## src/rtl/maze_wall_renderer_pkg.sv

```systemverilog
// Shared definitions for the maze wall renderer.
// - Framebuffer colour codes.
// - Wall-mask bit indices within the 4-bit WALLS field (N=3, E=2, S=1, W=0).
// - FSM state encoding.
// - Helper that picks the next wall state to draw.
package maze_wall_renderer_pkg;

  localparam logic [3:0] BG_COLOR   = 4'h0;
  localparam logic [3:0] GRID_COLOR = 4'h1;
  localparam logic [3:0] WALL_COLOR = 4'h2;
  localparam logic [3:0] MARK_COLOR = 4'h4;

  localparam int WALL_N = 3;
  localparam int WALL_E = 2;
  localparam int WALL_S = 1;
  localparam int WALL_W = 0;

  typedef enum logic [2:0] {
    ST_INIT,
    ST_IDLE,
    ST_LOAD,
    ST_N,
    ST_E,
    ST_S,
    ST_W,
    ST_MARK
  } state_e;

  // Walls are drawn in N, E, S, W order. Callers mask off the walls already
  // drawn, so the first remaining set bit picks the next state. Clear bits
  // cost zero cycles.
  function automatic state_e first_wall(input logic [3:0] m);
    if (m[WALL_N])      return ST_N;
    else if (m[WALL_E]) return ST_E;
    else if (m[WALL_S]) return ST_S;
    else if (m[WALL_W]) return ST_W;
    else                return ST_MARK;
  endfunction

endpackage

```

## src/rtl/maze_wall_renderer_sync_fifo.sv

```systemverilog
// Synchronous FIFO with registered read data.
// Ports:
//   clk_i, rst_i    clock and synchronous active-high reset (control only)
//   push_i, wdata_i write request and data
//   pop_i           read request; rdata_o is valid the cycle after the pop
//   full_o, empty_o occupancy flags
// A push into a full FIFO is accepted only when a pop happens in the same cycle.
module maze_wall_renderer_sync_fifo #(
  parameter int WIDTH = 12,
  parameter int DEPTH = 4
) (
  input  logic             clk_i,
  input  logic             rst_i,
  input  logic             push_i,
  input  logic             pop_i,
  input  logic [WIDTH-1:0] wdata_i,
  output logic [WIDTH-1:0] rdata_o,
  output logic             full_o,
  output logic             empty_o
);

  localparam int AW = $clog2(DEPTH);

  logic [WIDTH-1:0] mem_q [DEPTH];
  logic [WIDTH-1:0] rdata_q;
  logic [AW-1:0]    wr_ptr_q;
  logic [AW-1:0]    rd_ptr_q;
  logic [AW:0]      count_q;
  logic             push_ok;
  logic             pop_ok;

  assign empty_o = (count_q == '0);
  assign full_o  = (count_q == (AW+1)'(DEPTH));
  assign pop_ok  = pop_i && !empty_o;
  assign push_ok = push_i && (!full_o || pop_ok);
  assign rdata_o = rdata_q;

  always_ff @(posedge clk_i) begin
    if (rst_i) begin
      wr_ptr_q <= '0;
      rd_ptr_q <= '0;
      count_q  <= '0;
    end else begin
      if (push_ok) wr_ptr_q <= wr_ptr_q + 1'b1;
      if (pop_ok)  rd_ptr_q <= rd_ptr_q + 1'b1;
      case ({push_ok, pop_ok})
        2'b10:   count_q <= count_q + 1'b1;
        2'b01:   count_q <= count_q - 1'b1;
        default: count_q <= count_q;
      endcase
    end
  end

  // Storage and read register carry no reset; occupancy is tracked above.
  // When full with simultaneous push/pop the pointers coincide, and the
  // read picks up the old entry before it is overwritten.
  always_ff @(posedge clk_i) begin
    if (push_ok) mem_q[wr_ptr_q] <= wdata_i;
    if (pop_ok)  rdata_q <= mem_q[rd_ptr_q];
  end

endmodule

```

## src/rtl/maze_wall_renderer.sv

```systemverilog
// Maze wall renderer: turns cell reports from the radio bridge into
// framebuffer pixel writes, one pixel per clock.
// Ports:
//   CLK, RESET     clock, synchronous active-high reset
//   ARDUINO_IN     asynchronous report {UPDATE, WALLS[3:0], POS_Y, POS_X}
//   VGA_PIXEL_X/Y  framebuffer write coordinate
//   PIXEL_OUT      write colour
//   W_EN           write strobe
//   BUSY           painting, drawing, or reports pending
//   OVERFLOW       sticky: a report was dropped because the FIFO was full
// After reset the whole screen is painted with background and grid lines.
// Each report then draws its set walls (N, E, S, W) and a visited mark.
module maze_wall_renderer
  import maze_wall_renderer_pkg::*;
#(
  parameter int COORD_W    = 4,
  parameter int GRID_COLS  = 10,
  parameter int GRID_ROWS  = 10,
  parameter int CELL_PX    = 30,
  parameter int MARK_PX    = 4,
  parameter int FIFO_DEPTH = 4
) (
  input  logic                 CLK,
  input  logic                 RESET,
  input  logic [2*COORD_W+4:0] ARDUINO_IN,
  output logic [9:0]           VGA_PIXEL_X,
  output logic [9:0]           VGA_PIXEL_Y,
  output logic [3:0]           PIXEL_OUT,
  output logic                 W_EN,
  output logic                 BUSY,
  output logic                 OVERFLOW
);

  localparam int IN_W = 2*COORD_W + 5;
  localparam int REP_W = 2*COORD_W + 4;
  localparam logic [9:0] SW_LAST   = 10'(GRID_COLS*CELL_PX);
  localparam logic [9:0] SH_LAST   = 10'(GRID_ROWS*CELL_PX);
  localparam logic [9:0] CELL_P    = 10'(CELL_PX);
  localparam logic [9:0] CELL_LAST = 10'(CELL_PX-1);
  localparam logic [9:0] MARK_LAST = 10'(MARK_PX-1);
  localparam logic [9:0] MARK_OFF  = 10'(CELL_PX/2 - MARK_PX/2);

  // Input synchroniser and UPDATE rising-edge detect
  logic [IN_W-1:0]    sync1_q, sync2_q;
  logic               upd_prev_q;
  logic               upd_rise;
  logic [COORD_W-1:0] pos_x, pos_y;
  logic               in_range;
  logic               push, pop;
  logic               fifo_full, fifo_empty;
  logic [REP_W-1:0]   rd_data;
  logic               ovf_q;

  always_ff @(posedge CLK) begin
    if (RESET) begin
      sync1_q    <= '0;
      sync2_q    <= '0;
      upd_prev_q <= 1'b0;
    end else begin
      sync1_q    <= ARDUINO_IN;
      sync2_q    <= sync1_q;
      upd_prev_q <= sync2_q[IN_W-1];
    end
  end

  assign upd_rise = sync2_q[IN_W-1] && !upd_prev_q;
  assign pos_x    = sync2_q[COORD_W-1:0];
  assign pos_y    = sync2_q[2*COORD_W-1:COORD_W];
  assign in_range = (32'(pos_x) < GRID_COLS) && (32'(pos_y) < GRID_ROWS);
  assign push     = upd_rise && in_range;

  // Report queue
  maze_wall_renderer_sync_fifo #(
    .WIDTH (REP_W),
    .DEPTH (FIFO_DEPTH)
  ) u_fifo (
    .clk_i   (CLK),
    .rst_i   (RESET),
    .push_i  (push),
    .pop_i   (pop),
    .wdata_i (sync2_q[REP_W-1:0]),
    .rdata_o (rd_data),
    .full_o  (fifo_full),
    .empty_o (fifo_empty)
  );

  always_ff @(posedge CLK) begin
    if (RESET) ovf_q <= 1'b0;
    else if (push && fifo_full && !pop) ovf_q <= 1'b1;
  end

  // Drawing FSM with registered pixel outputs
  state_e     state_q;
  state_e     wall_next;
  logic [9:0] ix_q, iy_q, phx_q, phy_q;
  logic [9:0] step_q, mx_q, my_q;
  logic [9:0] ox_q, oy_q;
  logic [3:0] mask_q;
  logic [9:0] wall_x, wall_y;
  logic [9:0] x_q, y_q;
  logic [3:0] pix_q;
  logic       wen_q;

  assign pop = (state_q == ST_IDLE) && !fifo_empty;

  // Coordinate of the current wall pixel and the state after this wall.
  always_comb begin
    wall_x    = ox_q;
    wall_y    = oy_q;
    wall_next = ST_MARK;
    case (state_q)
      ST_N: begin
        wall_x    = ox_q + step_q;
        wall_next = first_wall(mask_q & 4'b0111);
      end
      ST_E: begin
        wall_x    = ox_q + CELL_P;
        wall_y    = oy_q + step_q;
        wall_next = first_wall(mask_q & 4'b0011);
      end
      ST_S: begin
        wall_x    = ox_q + step_q;
        wall_y    = oy_q + CELL_P;
        wall_next = first_wall(mask_q & 4'b0001);
      end
      ST_W: begin
        wall_y    = oy_q + step_q;
      end
      default: ;
    endcase
  end

  always_ff @(posedge CLK) begin
    if (RESET) begin
      state_q <= ST_INIT;
      ix_q    <= '0;
      iy_q    <= '0;
      phx_q   <= '0;
      phy_q   <= '0;
      step_q  <= '0;
      mx_q    <= '0;
      my_q    <= '0;
      x_q     <= '0;
      y_q     <= '0;
      pix_q   <= BG_COLOR;
      wen_q   <= 1'b0;
    end else begin
      wen_q <= 1'b0;
      case (state_q)
        // Full-screen raster; phase counters track position within a cell
        // so grid lines are found without a modulo.
        ST_INIT: begin
          x_q   <= ix_q;
          y_q   <= iy_q;
          pix_q <= (phx_q == 10'd0 || phy_q == 10'd0) ? GRID_COLOR : BG_COLOR;
          wen_q <= 1'b1;
          if (ix_q == SW_LAST) begin
            ix_q  <= '0;
            phx_q <= '0;
            if (iy_q == SH_LAST) begin
              state_q <= ST_IDLE;
            end else begin
              iy_q  <= iy_q + 10'd1;
              phy_q <= (phy_q == CELL_LAST) ? 10'd0 : phy_q + 10'd1;
            end
          end else begin
            ix_q  <= ix_q + 10'd1;
            phx_q <= (phx_q == CELL_LAST) ? 10'd0 : phx_q + 10'd1;
          end
        end
        ST_IDLE: begin
          if (pop) state_q <= ST_LOAD;
        end
        // FIFO read data became valid this cycle.
        ST_LOAD: begin
          ox_q    <= 10'(rd_data[COORD_W-1:0]) * CELL_P;
          oy_q    <= 10'(rd_data[2*COORD_W-1:COORD_W]) * CELL_P;
          mask_q  <= rd_data[REP_W-1:2*COORD_W];
          step_q  <= '0;
          mx_q    <= '0;
          my_q    <= '0;
          state_q <= first_wall(rd_data[REP_W-1:2*COORD_W]);
        end
        ST_N, ST_E, ST_S, ST_W: begin
          x_q   <= wall_x;
          y_q   <= wall_y;
          pix_q <= WALL_COLOR;
          wen_q <= 1'b1;
          if (step_q == CELL_P) begin
            step_q  <= '0;
            state_q <= wall_next;
          end else begin
            step_q <= step_q + 10'd1;
          end
        end
        ST_MARK: begin
          x_q   <= ox_q + MARK_OFF + mx_q;
          y_q   <= oy_q + MARK_OFF + my_q;
          pix_q <= MARK_COLOR;
          wen_q <= 1'b1;
          if (mx_q == MARK_LAST) begin
            mx_q <= '0;
            if (my_q == MARK_LAST) state_q <= ST_IDLE;
            else my_q <= my_q + 10'd1;
          end else begin
            mx_q <= mx_q + 10'd1;
          end
        end
        default: state_q <= ST_IDLE;
      endcase
    end
  end

  assign VGA_PIXEL_X = x_q;
  assign VGA_PIXEL_Y = y_q;
  assign PIXEL_OUT   = pix_q;
  assign W_EN        = wen_q;
  assign OVERFLOW    = ovf_q;
  // wen_q keeps BUSY high through the final registered write.
  assign BUSY        = (state_q != ST_IDLE) || !fifo_empty || wen_q;

endmodule
```

## config.mk

```make
export PLATFORM = sky130hd
export DESIGN_NAME = maze_wall_renderer
export DESIGN_NICKNAME = d
export VERILOG_FILES = /design/src/rtl/maze_wall_renderer_pkg.sv /design/src/rtl/maze_wall_renderer_sync_fifo.sv /design/src/rtl/maze_wall_renderer.sv
export SDC_FILE = /design/constraint.sdc
export NUM_CORES = 1
export LEC_CHECK = 0
export CAP_MARGIN = 30
export CORE_MARGIN = 2
export CORE_UTILIZATION = 41
export CTS_CLUSTER_DIAMETER = 80
export DETAILED_ROUTE_END_ITERATION = 8
export GPL_TIMING_DRIVEN = 0
export HOLD_SLACK_MARGIN = 0.08
export MAX_ROUTING_LAYER = met4
export SYNTH_ARGS = -nofsm -noshare
export SYNTH_HDL_FRONTEND = slang
export SYNTH_SLANG_ARGS = --single-unit
```

## constraint.sdc

```tcl
create_clock -name CLK -period 8.4 [get_ports CLK]
set_input_delay 1.26 -clock CLK [delete_from_list [all_inputs] [get_ports CLK]]
set_output_delay 1.26 -clock CLK [all_outputs]
set_load 0.02 [all_outputs]
```

; Word-level counts from Yosys, hierarchy flattened
; Memories as Yosys holds them, arrays and structs flattened. A register that Yosys moved wholly into a read port is not among the register bits.
; Cells that the tools add are included.
[op_classes]
add_sub_neg = 19
n_mul = 2
order_cmp = 2
n_eq_ne = 25
mux = 36
bitwise = 2
n_reduce_logical = 32
[op_table]
columns = operator, count
row1 = case mux 10 bit (2 select lines), 5
row2 = two-way mux 10 bit, 8
row3 = adder 10 x 1 -> 10 bit (second input constant), 7
row4 = case mux 10 bit (3 select lines), 2
row5 = equality test 10 x 5 -> 1 bit (second input constant), 3
row6 = two-way mux 3 bit, 8
row7 = adder 10 bit, 2
row8 = adder 9 x 10 -> 10 bit, 2
row9 = adder 9 x 4 -> 10 bit (second input constant), 2
row10 = adder 9 x 5 -> 10 bit (second input constant), 2
row11 = equality test 10 x 2 -> 1 bit (second input constant), 2
row12 = equality test 10 x 9 -> 1 bit (second input constant), 2
row13 = logical NOT 10 bit, 2
row14 = multiplier 4 x 4 -> 8 bit (second input constant), 2
row15 = equality test 3 bit (second input constant), 5
row16 = case mux 3 bit (5 select lines), 1
row17 = != test 2 bit (second input constant), 7
row18 = case mux 4 bit (3 select lines), 1
row19 = case mux 3 bit (3 select lines), 1
row20 = logical AND 1 bit, 8
row21 = < comparator 4 bit (second input constant), 2
row22 = equality test 3 x 2 -> 1 bit (second input constant), 2
row23 = logical NOT 3 bit, 2
row24 = two-way mux 1 bit, 6
row25 = 20 further kinds, 34
[totals]
register_bits = 152
ramBits = 48
out_inout_bits = 27
wordCells = 141
memories = 1
[memory_table]
columns = memory, depth, word_bits, rd, rd_clocked_by_memory_dff, wr, line
row1 = u_fifo.mem_q, 4, 12, 1, 1, 1, maze_wall_renderer_sync_fifo.sv:24  ; logic [WIDTH-1:0] mem_q [DEPTH];

; Longest topological paths before layout
; Gate-level depths: netlist of run 1.
[depth]
word_depth = 8
ltp_mapped = 14

; By module
; From an unflattened synthesis of run 1, not the netlist that was laid out.
[unflattened]
cells_unflattened = 1150
hier_area_um2 = 11504.8
[modules_own_cells]
columns = mod, instances, cells_each, area_each_um2
row1 = maze_wall_renderer, 1, 1024, 8928.6
row2 = maze_wall_renderer_sync_fifo, 1, 126, 2576.2

; Worst setup path before layout of run 1
; OpenSTA, ideal clock, no wires.
[synth_timing]
kind = flip-flop to flip-flop
startpoint = register state_q[1]
endpoint = register x_q[9], in the netlist VGA_PIXEL_X[9]
t_arrival_ps = 3334
required_time_ps = 8283
slack_ps = 4949
stages_incl_launch_ff = 14
path_cell_list = dfxtp_1 -> clkbuf_1 -> buf_1 -> xor2_1 -> and2_1 -> nand2b_1 -> ha_1 -> fa_1 -> a21oi_1 -> o21ai_0 -> a2111oi_0 -> nor3_1 -> mux2_2 -> a22o_1
[synth_via]
elab_chain_cells = 4
[synth_rtl]
columns = item, line
row1 = "start, declared", maze_wall_renderer.sv:93  ; state_e state_q;
row2 = "start signal, assigned", maze_wall_renderer.sv:182  ; state_q <= first_wall(rd_data[REP_W-1:2*COORD_W]);
row3 = "start signal, assigned", maze_wall_renderer.sv:191  ; state_q <= wall_next;
row4 = equality test 3 x 2 -> 1 bit or equality test 3 bit (tied branches), "maze_wall_renderer.sv:111, maze_wall_renderer.sv:149"
row5 = OR reduction 2 bit (no source line), -
row6 = case mux 10 bit (2 select lines), maze_wall_renderer.sv:111  ; case (state_q)
row7 = case mux 10 bit (3 select lines), maze_wall_renderer.sv:149  ; case (state_q)
row8 = "end signal, assigned", maze_wall_renderer.sv:153  ; x_q <= ix_q;
row9 = "end signal, assigned", maze_wall_renderer.sv:185  ; x_q <= wall_x;
row10 = "end signal, assigned", maze_wall_renderer.sv:197  ; x_q <= ox_q + MARK_OFF + mx_q;
row11 = "end, declared", maze_wall_renderer.sv:100  ; logic [9:0] x_q, y_q;
; Parallel ways exist; a longest one is shown, timed or not.
; A chain may end at the register's enable or synchronous reset.

; Worst setup path after layout of run 1
; Ends and elaborated chain as after synthesis.

==> impl_results.md, run 1 <==
* WL final at 28.8 mm
* Fillers at 2569
* Met2 usage at 33.6%
* Die Area at 0.0290 mm²
* Status: completed
* Total Power at 2.22 mW
* Sequential area share after synthesis at 44.3%
* Asr flop ratio synth at 0%
* Ys flop type: dfxtp_1
* Synth unique cells at 75
* Vias at 8634
* Lkg Pwr at 5.00 nW
* Fin crit share at 50.6%
* GRT Max-Usage Layer: met2
* Switching share of power at 21.3%
* TNS Setup at 0 ps
* Met3 global-route usage at 3.63%
* Remaining Overflow, GRT at 0
* Internal power at 1.74 mW
* Initial Utilization at 41.9%
* Vias in the first global route at 8350
* H-tree levels at 1
* Clock buffer depth at 3
* Fin worst setup slack at 4150 ps
* Max-cap violations at 0
* Share of cells above drive strength 1 at 6.23%
* Initial antenna violation count at 0
* DIE HEIGHT at 170 µm
* Setup violators final at 0
* Post-CTS setup buffers at 0
* Routability Congestion at 0.949
* Synthesized Nets at 1253
* Setup crit end kind: register
* CP Cell Sequence: clkbuf_1 > buf_1 > xor2_1 > and2_1 > nand2b_1 > ha_1 > fa_1 > a21oi_1 > o21ai_0 > a2111oi_0 > nor3_1 > mux2_2 > a22o_1
* Storage cell area at 0.00501 mm²
* Dpl hpwl at 21.3 mm
* Net switching power at 473 µW
* Placed cells at 1517
* Data arrival, critical path at 4680 ps
* Sink Count at 211
* Antenna viol nets, final at 0
* CP required at 8830 ps
* Worst min path class: reg -> reg
* Clk pwr share at 48.9%
* Footprint of the multi-input gates at 0.00591 mm²
* Clock latency on the worst-skew pair at 530 ps
* Final Max Slew Viols at 0
* Die Wd at 170 µm
* Placeable Area at 0.0270 mm²
* Final worst path period need at 4250 ps
* N_diodes at 0
* Commonest non-fill, non-tap cell in the layout: nor2_1
* Fmax at 235 MHz
* Worst Path Max Fanout at 10
* Post-synth EDFFs at 79
* Final-stage net count at 1321
* Num rows at 60
* CP max stage delay at 540 ps
* Root buffer cell: clkbuf_16
* Worst Skew at 19.2 ps
* Initial DRC count at 743
* CP startpoint kind: register
* CTS Buf Count at 24
* Routing usage on met1 at 26.6%
* All-Layer GR Usage at 20.9%
* Power density cells at 171 mW/mm²
* RSZ-0062 raised after global routing: no
* IO Pins at 42
* Post-synthesis register bit count at 211
* Worst slack, placed at 3980 ps
* Pin count of the biggest net entering global routing at 20
* DR vias/cell at 5.53
* Post-Syn Area at 0.0113 mm²
* Non-Filler Instances at 1561
* DR WL/cell at 18.4 µm
* First-pass GRT wire length at 46.0 mm
* Syn Inst Count at 1134
* Area Overhead vs Synth at 14.8%
* Slew @ Worst Pin at 998 ps
* Gates resized, CTS repair at 0
* DRC Markers at 0
* WS Path Type: reg -> reg
* Worst VDD drop at 0.163 mV
* Pre-antenna DRT Iters at 5
* Warnings from Yosys at 0
* Final Hold Viols at 0
* Reg clk slew, reported paths at 70 ps
* Slowest cell on crit path: buf_1
* CTS tree: done
* Relative slew slack at 33.5%
* Commonest non-fill, non-tap cells in the layout: 136 x nor2_1, 132 x dfxtp_1, 89 x ha_1, 79 x edfxtp_1, 64 x a21oi_1
* Sequential share of power at 48.7%
* Comb pwr share at 2.4%
* Syn avg cell area at 9.99 µm²
* Port Buffer Count at 40
* Hold_buf cts at 0
## cell usage after synthesis, types with 15 or more instances
cell | instances | share of area (%)
o21ai_0 | 48 | 2.1
edfxtp_1 | 79 | 21
nor2_1 | 137 | 4.5
xor2_1 | 32 | 2.5
nand3_1 | 32 | 1.4
and3_1 | 37 | 2.0
xnor2_1 | 41 | 3.2
nand2b_1 | 15 | 0.83
inv_1 | 54 | 1.8
clkbuf_1 | 35 | 1.2
nor3_1 | 27 | 1.2
ha_1 | 89 | 9.8
a21oi_1 | 64 | 2.8
nand2_1 | 48 | 1.6
nor2b_1 | 37 | 2.0
dfxtp_1 | 132 | 23
fa_1 | 15 | 2.7
## flip-flops by register name, indices dropped and copies added, names as in the netlist, 8 cells and up
name / cells
phy_q: 10
u_fifo.mem_q: 48
sync2_q: 13
VGA_PIXEL_X: 10
sync1_q: 13
step_q: 10
ox_q: 8
oy_q: 8
my_q: 10
phx_q: 10
u_fifo.rdata_o: 12
mx_q: 10
VGA_PIXEL_Y: 10
iy_q: 10
ix_q: 10
## routing by layer
layer | up-vias | part of all wire [%]
met5 | - | 0
met4 | 0 | 3.7
met3 | 69 | 6.3
met2 | 266 | 46
met1 | 4089 | 44
li1 | 4210 | -
## cells by family after synthesis
| family | count (synthesis) | synth area share, % |
|---|---|---|
| adders and majority gates | 106 | 12.7 |
| and+or+nand+nor | 406 | 18.4 |
| other | 1 | 0.0331 |
| AOI/OAI and AO/OA | 212 | 12.1 |
| muxes | 22 | 3.30 |
| DFF | 211 | 44.3 |
| xor gates and xnor gates | 73 | 5.64 |
| buffers and inverters | 103 | 3.56 |
## worst max-delay path: cells and delay by family (launching register included)
kind	cells	cell delay, ps
AO/OA/AOI/OAI	4	1000
buffers and inverters	2	850
adder cells (fa/ha/maj)	2	650
AND/OR/NAND/NOR	3	520
XOR/XNOR	1	490
flip-flops	1	330
multiplexers	1	300
## worst paths after layout
check	cells after the start	to	slack, ps	start
min reg2reg	1	sync2_q[7]	430	sync1_q[7]
max reg2reg	13	VGA_PIXEL_X[9]	4150	state_q[1]
max	13	VGA_PIXEL_X[9]	4150	state_q[1]
min	1	sync2_q[7]	430	sync1_q[7]
## per-stage QoR
| step | utilization (%) | hold WS (ps) | area [µm²] |
|---|---|---|---|
| 2_1_floorplan | - | 414 | 11300 |
| 3_3_place_gp | 45.0 | 416 | 12200 |
| 3_5_place_dp | 45.1 | 423 | 12200 |
| 4_1_cts | 48.1 | 437 | 13000 |
| 5_1_grt | 48.1 | 453 | 13000 |
| 6_report | 48.1 | 435 | 13000 |
## power groups by stage
stage	clock, mW	sequential (mW)	combinational, mW
after floorplan	0	1.10	0.0301
after global placement	0	1.10	0.0535
after detailed placement	0	1.10	0.0541
after CTS	1.11	1.08	0.0545
after global routing	1.15	1.08	0.0597
final	1.08	1.08	0.0536
## area by class of cell
cell class | instances | area share (%)
repair buffers | 42 | 3.22
multi-input cells | 820 | 45.5
well taps | 341 | 3.28
plain buffers | 46 | 1.45
inverters | 57 | 1.65
flip-flops and latches | 211 | 38.6
clock buffers | 29 | 5.07
clock inverters | 15 | 1.26
(Power assumes the default switching activity.)
==> run 2: changes to the inputs <==
clock period = 3.4 ns   (was 8.4 ns; I/O delays follow)
==> run 2 against run 1 <==
  * Total power is 140% higher
  * Cell count is 0.13% higher
  * Critical path depth is 1 lower
  * Register-to-register slack worse by 4000 ps
  * Hold slack worse by 4.2 ps
  * Clock-buffer cell count is 10 higher
  * Non-clock buffer count is 1 higher
  * Combinational power is 150% higher
  * Clock skew is 2.3 ps lower
  * Sequential power is 150% higher
  * Via count hardly changed
  * Cell area is 0.56% higher
  * Highest routed layer unchanged
==> impl_results.md, run 2 (synthesized netlist as in run 1, its figures left out) <==
* Status: completed
* Pre-antenna DRT Iters at 7
* Max-cap violations at 0
* CTS tree: done
* Dpl hpwl at 21.2 mm
* DRC Markers at 0
* CP required at 3840 ps
* Final Max Slew Viols at 0
* Data arrival, critical path at 3700 ps
* Initial antenna violation count at 1
* First-pass GRT wire length at 45.8 mm
* Slew @ Worst Pin at 905 ps
* Reg clk slew, reported paths at 60 ps
* Clock latency on the worst-skew pair at 540 ps
* Area Overhead vs Synth at 15.4%
* Placed cells at 1518
* Fillers at 2536
* Worst slack, placed at -538 ps
* Setup violators final at 0
* Hold_buf cts at 0
* WHS at 430 ps
* Routability Congestion at 0.946
* Setup crit end kind: register
* Internal power at 4.24 mW
* Vias in the first global route at 8277
* Antenna viol nets, final at 0
* Worst VDD drop at 0.335 mV
* Die Wd at 170 µm
* DR vias/cell at 5.53
* Sink Count at 211
* Vias at 8640
* Commonest non-fill, non-tap cells in the layout: 137 x nor2_1, 130 x dfxtp_1, 89 x ha_1, 79 x edfxtp_1, 64 x a21oi_1
* Register ranked first by flip-flop count: u_fifo.mem_q
* Relative slew slack at 39.6%
* Share of cells above drive strength 1 at 7.13%
* Num rows at 60
* Highest routed layer: met4
* Worst r2r path cells at 12
* Placeable Area at 0.0270 mm²
* Comb pwr share at 2.4%
* Final Hold Viols at 0
* CP startpoint kind: register
* Port Buffer Count at 40
* Worst Path Max Fanout at 12
* Commonest non-fill, non-tap cell in the layout: nor2_1
* Fin worst setup slack at 134 ps
* Metal2 WL at 13.1 mm
* Die Area at 0.0290 mm²
* Final-stage net count at 1322
* Fin crit share at 96.1%
* RSZ-0062 raised after global routing: no
* CTS Buf Count at 24
* Clk pwr share at 48.3%
* Initial DRC count at 761
* Remaining Overflow, GRT at 0
* M1 WL at 12.7 mm
* H-tree levels at 1
* Max reg flops at 48
* Hold depth at 1
* Power density cells at 414 mW/mm²
* Clock buffer depth at 3
* Total Power at 5.41 mW
* DR WL/cell at 18.4 µm
* WL final at 28.7 mm
* Pin count of the biggest net entering global routing at 20
* Final worst path period need at 3270 ps
* Largest regs: u_fifo.mem_q (48), sync1_q (13), sync2_q (13)
* Initial Utilization at 41.9%
* DIE HEIGHT at 170 µm
* All-Layer GR Usage at 20.9%
* Non-Filler Instances at 1563
* IO Pins at 42
* Root buffer cell: clkbuf_16
* Net switching power at 1.17 mW
* Worst min path class: reg -> reg
* Routed wire length on met3 at 1.72 mm
* WS Path Type: reg -> reg
* Lkg Pwr at 5.04 nW
* Fmax at 306 MHz
* Worst Skew at 16.8 ps
* Sequential share of power at 49.3%
* Switching share of power at 21.6%
==> run 2: area by class of cell <==
class	count	area (µm²)	area share, %
multi-input cells	820	5940	45.5
plain buffers	43	201	1.54
well taps	341	427	3.26
flip-flops and latches	211	5020	38.4
clock inverters	5	57.6	0.440
repair buffers	46	443	3.39
diodes	1	2.50	0.0191
inverters	57	218	1.67
clock buffers	39	761	5.82
==> run 2: power groups by stage <==
stage | clock, mW | combinational, mW | sequential [mW]
final | 2.61 | 0.132 | 2.67
after global placement | 0 | 0.133 | 2.72
after detailed placement | 0 | 0.134 | 2.72
after CTS | 2.66 | 0.134 | 2.67
after floorplan | 0 | 0.0744 | 2.72
after global routing | 2.75 | 0.148 | 2.67
==> run 2: critical path, stage by stage (launching register included) <==
cell and delay [ps]:
dfxtp_4 410, buf_6 190, xor2_4 230, and2_1 220, nand2b_1 80, ha_1 230, fa_1 430, a21oi_1 190
o21ai_0 140, a2111oi_1 370, nor3_1 150, mux2_2 300, a22o_1 220
==> run 2: routing by layer <==
metal | vias to the layer above | track usage, %
li1 | 4219 | -
met1 | 4058 | 26.9
met2 | 278 | 33.0
met3 | 85 | 3.14
met4 | 0 | 8.70
met5 | - | -
==> run 2: final timing paths <==
kind / from / to / slack, ps
setup reg to reg: state_q[1] / VGA_PIXEL_X[9] / 130
setup / recovery: state_q[1] / VGA_PIXEL_X[9] / 130
hold reg to reg: sync1_q[0] / sync2_q[0] / 430
hold / removal: sync1_q[0] / sync2_q[0] / 430
==> run 2: what timing repair did <==
item | CTS | global route
endpoints found under the setup margin | 10 | 15
pin swaps | 0 | 2
gates resized for setup | 13 | 9
setup buffers | 0 | 3
hold endpoints to repair | 0 | 0
==> run 2: per-stage QoR <==
step,util (%),area (µm²),setup TNS (ps)
final,48.4,13100,0
after global routing,48.4,13100,0
after CTS,48.2,13000,0
after detailed placement,45.1,12200,-9210
after global placement,45.0,12200,-12520
after floorplan,-,11300,0
==> edit 1, RTL diff (flow settings as in run 1) <==
Encoding of `state_e`: now one-hot (8 bits for 8 states).
--- a/src/rtl/maze_wall_renderer_pkg.sv
+++ b/src/rtl/maze_wall_renderer_pkg.sv
@@ -16,13 +16,13 @@
   localparam int WALL_W = 0;
 
-  typedef enum logic [2:0] {
-    ST_INIT,
-    ST_IDLE,
-    ST_LOAD,
-    ST_N,
-    ST_E,
-    ST_S,
-    ST_W,
-    ST_MARK
+  typedef enum logic [7:0] {
+    ST_INIT = 8'b00000001,
+    ST_IDLE = 8'b00000010,
+    ST_LOAD = 8'b00000100,
+    ST_N    = 8'b00001000,
+    ST_E    = 8'b00010000,
+    ST_S    = 8'b00100000,
+    ST_W    = 8'b01000000,
+    ST_MARK = 8'b10000000
   } state_e;
 
Function: same outputs for any inputs over 10 cycles, from zero or initial values and one cycle with RESET high; not proved beyond that.
==> edit 1 against run 1 <==
Via count increased by 0.74%; global-route usage decreased by 1.1 points; count of clock-buffer cells in the layout increased by 6; non-clock buffer count decreased by 4; routed wire length decreased by 2.6%; final area increased by 2.1%; area after synthesis increased by 2.0%; sequential cell count increased by 5; worst setup slack improved by 110 ps; die area increased by 1.9%; cell count increased by 3.3%.
Power is not compared: it rests on default switching activity, and its combinational part moved more than twofold at a synthesized area within 25%.
==> edit 1: results (changes against run 1) <==
- Status: completed
* Vias per cell: 5.39 (-2.5%)
* Final Wtd Congestion: 0.882 (-7.1%)
* Ys Warns: 0 (unchanged)
- The depth of the CTS H-tree came to 1 (unchanged).
- Count of input and output buffers: 39 (-2.5%)
* Cell Area, Placed: 0.0124 mm^2 (+2.2%)
- PostCTS Resize Cnt: 0 (unchanged)
* Post-synthesis mux area share: 3.38% (+0.077 points)
- Synth async-reset ratio: 0% (unchanged)
- The number of global-route vias before repair is 8253 (-1.2%).
* Portion of the post-synthesis area used by sequential elements: 44.3% (about the same)
- The total iterations of the first detailed-routing run is 6 (+1).
- For this design the static power due to leakage is 4.98 nW.
- Average wire per standard cell: 17.4 um (-5.7%)
- Across the VDD grid, the largest voltage drop is 0.150 mV.
- The met2 routing resource usage after global routing came to 31.9% (-1.7 points).
- Largest clock skew in the final design: 12.7 ps (-6.49 ps)
- Post-detailed-placement half-perimeter wirelength: 20500 um (-3.8%)
- All-Layer GR Usage: 19.9% (-1.1 points)
- Worst endpoint data arrival time: 2880 ps (-1800 ps)
* Top cells by area, synth: sky130_fd_sc_hd__dfxtp_1, sky130_fd_sc_hd__edfxtp_1, sky130_fd_sc_hd__ha_1
- The post-synth net total came to 1268 (+1.2%).
- The largest fanout on the critical path came to 8 (-2).
* CTS buffer count: 25 (+4.2%)
- Pre-CTS WS: 4350 ps (+371 ps)
* Xor and xnor area share after synthesis: 5.31% (-0.34 points)
* Largest net degree at the start of global routing: 14 (-30%)
- Worst rel slew slack: 40.4% (+6.9 points)
- Insertion delay of the later-clocked pin in the worst-skew pair: approximately 540 ps
- The post-synthesis adder-cell area fraction is 12.1% (-0.53 points).
- The count of unique library cells instantiated by Yosys came to 76 (+1.3%).
- The number of buffers between clock root and the deepest sink came to 3 (unchanged).
- Post-synth EDFFs: 79 (unchanged)
* Global routing usage on met3: 3.18% (-0.45 points)
- Met1 capacity usage during global routing: 26.2% (-0.37 points)
* Worst min-delay path class: reg -> reg
- Final antenna diode count: 0 (unchanged)
- Register clock-pin slew on the reported worst setup and hold paths: 70 ps (about the same)
- Compound-gate portion of the synthesized area: 12.9% (+0.81 points)
* Proportion of layout cells with a drive suffix above 1: 7.13% (+0.90 points)
- Counting instances in the post-synthesis netlist gives the leading cell types as sky130_fd_sc_hd__nor2_1, sky130_fd_sc_hd__dfxtp_1, sky130_fd_sc_hd__ha_1.
- The tree is rooted in a sky130_fd_sc_hd__clkbuf_16.
* Wire length of the first global-routing pass: 44600 um (-3.2%)
- The count of buffers added by post-CTS timing repair for setup came to 0 (unchanged).
- Iter 0 DRT Violations: 602 (-19%)
- In the final layout, the registers with the most flip-flops are u_fifo.mem_q (48), sync1_q (13), sync2_q (13).
* Number of antenna violations at the first check in global routing: 0 (unchanged)
* Most common flop cell mapped by yosys: sky130_fd_sc_hd__dfxtp_1
- Psw: 0.616 mW
-- edit 1: cell count changes in the layout (fill, tap and decap cells not counted), sizes merged, moves of 7 or more --
| cell | run 1 | this run |
|---|---|---|
| nor2 | 138 | 145 |
| nor3b | 11 | 1 |
| o211ai | 1 | 8 |
| and3 | 37 | 17 |
| and4 | 1 | 10 |
| clkinv | 13 | 5 |
| o21ai | 50 | 58 |
| and2 | 11 | 18 |
-- edit 1: final cells by class --
type	instances	area, um^2
Buffer	43	209
Tap cell	378	473
Sequential cell	216	5110
Timing Repair Buffer	41	417
Inverter	55	206
Clock buffer	35	734
Multi-Input combinational cell	836	6020
Fill cell	2650	14500
Clock inverter	9	93.8
-- edit 1: through the flow --
| step | utilization (%) | std cells |
|---|---|---|
| after global placement | 44.7 | 1567 |
| final | 47.8 | 1613 |
| after global routing | 47.8 | 1613 |
| after floorplan | - | 1150 |
| after CTS | 47.8 | 1613 |
| after detailed placement | 44.8 | 1569 |
-- edit 1: layer usage --
metal	routed length, um	vias up
met5	0	-
met3	1530	53
met4	760	0
li1	-	4286
met1	12800	4148
met2	13000	211
-- edit 1: cells by family (layout without fill, tap and decap cells) --
kind of cell,count (synthesis),in the layout
and+or+nand+nor,406,406
AOI/OAI and AO/OA,232,232
adders and majority gates,103,103
xor gates and xnor gates,70,70
DFF,216,216
other,1,1
buffers and inverters,98,183
muxes,24,24
-- edit 1: power groups by stage --
| stage | Sequential, mW | Clock, mW | Combinational, mW |
|---|---|---|---|
| global route | 1.14 | 1.15 | 0.263 |
| global placement | 1.16 | 0 | 0.236 |
| CTS | 1.14 | 1.11 | 0.239 |
| finish | 1.14 | 1.09 | 0.239 |
| floorplan | 1.17 | 0 | 0.126 |
| detailed placement | 1.16 | 0 | 0.237 |
-- edit 1: worst paths after layout --
kind / slack, ps / startpoint / end / depth (start not counted)
max reg2reg: 4310 / state_q[0] / VGA_PIXEL_X[9] / 13
min reg2reg: 430 / sync1_q[1] / sync2_q[1] / 1
max: 4260 / state_q[2] / BUSY / 5
min: 430 / sync1_q[1] / sync2_q[1] / 1
-- edit 1: critical path, stage by stage (launching register included) --
cell,delay (ps)
sky130_fd_sc_hd__dfxtp_1,380
sky130_fd_sc_hd__nor3_1,410
sky130_fd_sc_hd__nand4b_2,290
sky130_fd_sc_hd__nor3_1,580
sky130_fd_sc_hd__nand2b_1,110
sky130_fd_sc_hd__clkdlybuf4s50_1,560
==> edit 2, RTL diff (flow settings as in run 1) <==
Made on the original files. Set the parameter `COORD_W` to 3 (it was 4).
--- a/src/rtl/maze_wall_renderer.sv
+++ b/src/rtl/maze_wall_renderer.sv
@@ -14,5 +14,5 @@
   import maze_wall_renderer_pkg::*;
 #(
-  parameter int COORD_W    = 4,
+  parameter int COORD_W    = 3,
   parameter int GRID_COLS  = 10,
   parameter int GRID_ROWS  = 10,
Interface: changed (resized ARDUINO_IN); port bits go from 42 to 40. No check against the original RTL was run, so the function may have changed too.
==> edit 2 against run 1 <==
Via count is 2.5% higher; worst hold slack improved by 5.9 ps; sequential cell count decreased by 16; non-clock buffer count up 6; total power down 14%; area after synthesis is 3.9% lower; routed wire length rose by 2.4%; final area fell by 4.9%; worst setup slack better by 710 ps; critical path type is now reg -> out.
==> edit 2: results (changes against run 1) <==
* Wire length of the first global-routing pass: 46800 um (+1.6%)
- Number of levels in the clock H-tree: 4 (+3)
- The run finished with clean final reports.
- The number of nets in the finished design came to 1311 (-0.76%).
- Crit-path slowest cell: sky130_fd_sc_hd__clkdlybuf4s50_1
- The multi-input logic cell count is 837 (+2.1%).
* Post-synth EDFFs: 67 (-15%)
* Portion of the post-synthesis area used by sequential elements: 42.0% (-2.2 points)
- Worst endpoint data arrival time: 2280 ps (-2400 ps)
* DR WL met2: 13600 um (+1.7%)
- Count of input and output buffers: 38 (-5.0%)
* Vias per cell: 5.68 (+2.6%)
- The routed length on met3 is 1820 um (+0.39%).
- Finished Core Util: 47.4% (-0.66 points)
- The pre-CTS setup slack came to 4630 ps (+647 ps).
- The clock buffer count is 17 (-41%).
- The per-instance average area after synthesis came to 9.46 um^2 (-5.3%).
- Max rail drop VDD: 0.105 mV (-36%)
- The post-synth net total is 1250 (-0.24%).
- Number of cells after detailed placement: 1526 (+0.59%)
- Worst-Margin Slew: 928 ps (-69.8 ps)
- Insertion delay of the later-clocked pin in the worst-skew pair: 450 ps (-80 ps)
- The share of async-settable or async-resettable flops after synthesis came to 0% (unchanged).
- The clock-cell share of area is 5.13% (-1.2 points).
* Average wire per standard cell: 18.9 um (+2.5%)
* Signal inverters: 66 (+16%)
- The share of the final layout cell area in sequential cells is 37.0% (-1.6 points).
- The largest fanout on the critical path came to 7 (-3).
* Buffers, non-clock: 94 (+6.8%)
- Post-synth top cells: sky130_fd_sc_hd__dfxtp_1, sky130_fd_sc_hd__nor2_1, sky130_fd_sc_hd__a21oi_1, sky130_fd_sc_hd__ha_1, sky130_fd_sc_hd__edfxtp_1
- Cell Area, Placed: 0.0117 mm^2 (-3.7%)
* Register clock-pin slew on the reported worst setup and hold paths: 90 ps (+20 ps)
* Max Buffers Root-to-Sink: 2 (-1)
- Post-detailed-placement half-perimeter wirelength: 21900 um (+2.8%)
* DRT Pass-1 Iters: 6 (+1)
- The final weighted congestion in routability-driven placement came to 0.950 (+0.20%).
- The maximum number of pins on one net before global-route repair came to 24 (+20%).
* Longest individual stage delay on the worst path: 610 ps (+70 ps)
- Count of buffers added by post-CTS timing repair for setup: 0 (unchanged)
- The total wire length was 29400 um (+2.4%).
- Layout non-clock buf frac: 5.11% (+0.43 points)
- Yosys attributes the largest share of cell area to sky130_fd_sc_hd__dfxtp_1, sky130_fd_sc_hd__edfxtp_1, sky130_fd_sc_hd__ha_1.
* Largest clock skew in the final design: 19.9 ps (+0.722 ps)
* Leakage power summed over all cells: 4.60 nW (-8.1%)
- The kind of cell with the highest combined delay along the critical path is buffers and inverters.
* Biggest registers after layout: u_fifo.mem_q (40), sync1_q (11), sync2_q (11)
* Multi-input combinational area share: 47.4% (+1.9 points)
* Flip-flop and latch count: 195 (-7.6%)
- The core area came to 0.0261 mm^2 (-3.6%).
* Proportion of layout cells with a drive suffix above 1: 6.21% (-0.020 points)
## edit 2: kinds of logic (layout without fill, tap and decap cells)
| kind of cell | after synthesis | in the layout | share of synthesized area, % |
|---|---|---|---|
| AO/OA/AOI/OAI | 271 | 271 | 15.8 |
| XOR/XNOR | 63 | 63 | 5.07 |
| adder cells (fa/ha/maj) | 88 | 88 | 10.9 |
| buffers and inverters | 118 | 192 | 4.27 |
| flip-flops | 195 | 195 | 42.0 |
| multiplexers | 24 | 24 | 3.38 |
| other | 1 | 1 | 0.0345 |
| AND/OR/NAND/NOR | 390 | 390 | 18.6 |
## edit 2: path summary, 6_finish.rpt
kind                                    to        from  depth (start not counted)  slack [ps]
worst min-delay path            sync2_q[5]  sync1_q[5]                          1         440
worst max-delay path                  BUSY  state_q[1]                          5        4860
worst min register to register  sync2_q[5]  sync1_q[5]                          1         440
worst max register to register  state_q[0]     my_q[0]                          7        5100
## edit 2: where the power goes
part	leakage [nW]	total (mW)	internal (mW)	switching (mW)
combinational	2.64	0.0522	0.0212	0.0311
clock	0.301	0.869	0.417	0.452
sequential	1.65	0.991	0.983	0.00802
total	4.60	1.91	1.42	0.491
## edit 2: layer usage
layer / GRT usage (%) / vias to the layer above
li1: - / 4274
met5: - / -
met4: 8.17 / 0
met3: 4.44 / 47
met1: 27.6 / 4279
met2: 35.4 / 249
## edit 2: worst register-to-register path, cell delays in order, from the launching register on
cell,delay (ps)
sky130_fd_sc_hd__dfxtp_1,530
sky130_fd_sc_hd__ha_1,310
sky130_fd_sc_hd__or4b_2,620
sky130_fd_sc_hd__o31ai_1,570
sky130_fd_sc_hd__o2111ai_1,390
sky130_fd_sc_hd__a211o_1,430
sky130_fd_sc_hd__a221oi_1,230
sky130_fd_sc_hd__a211oi_1,80
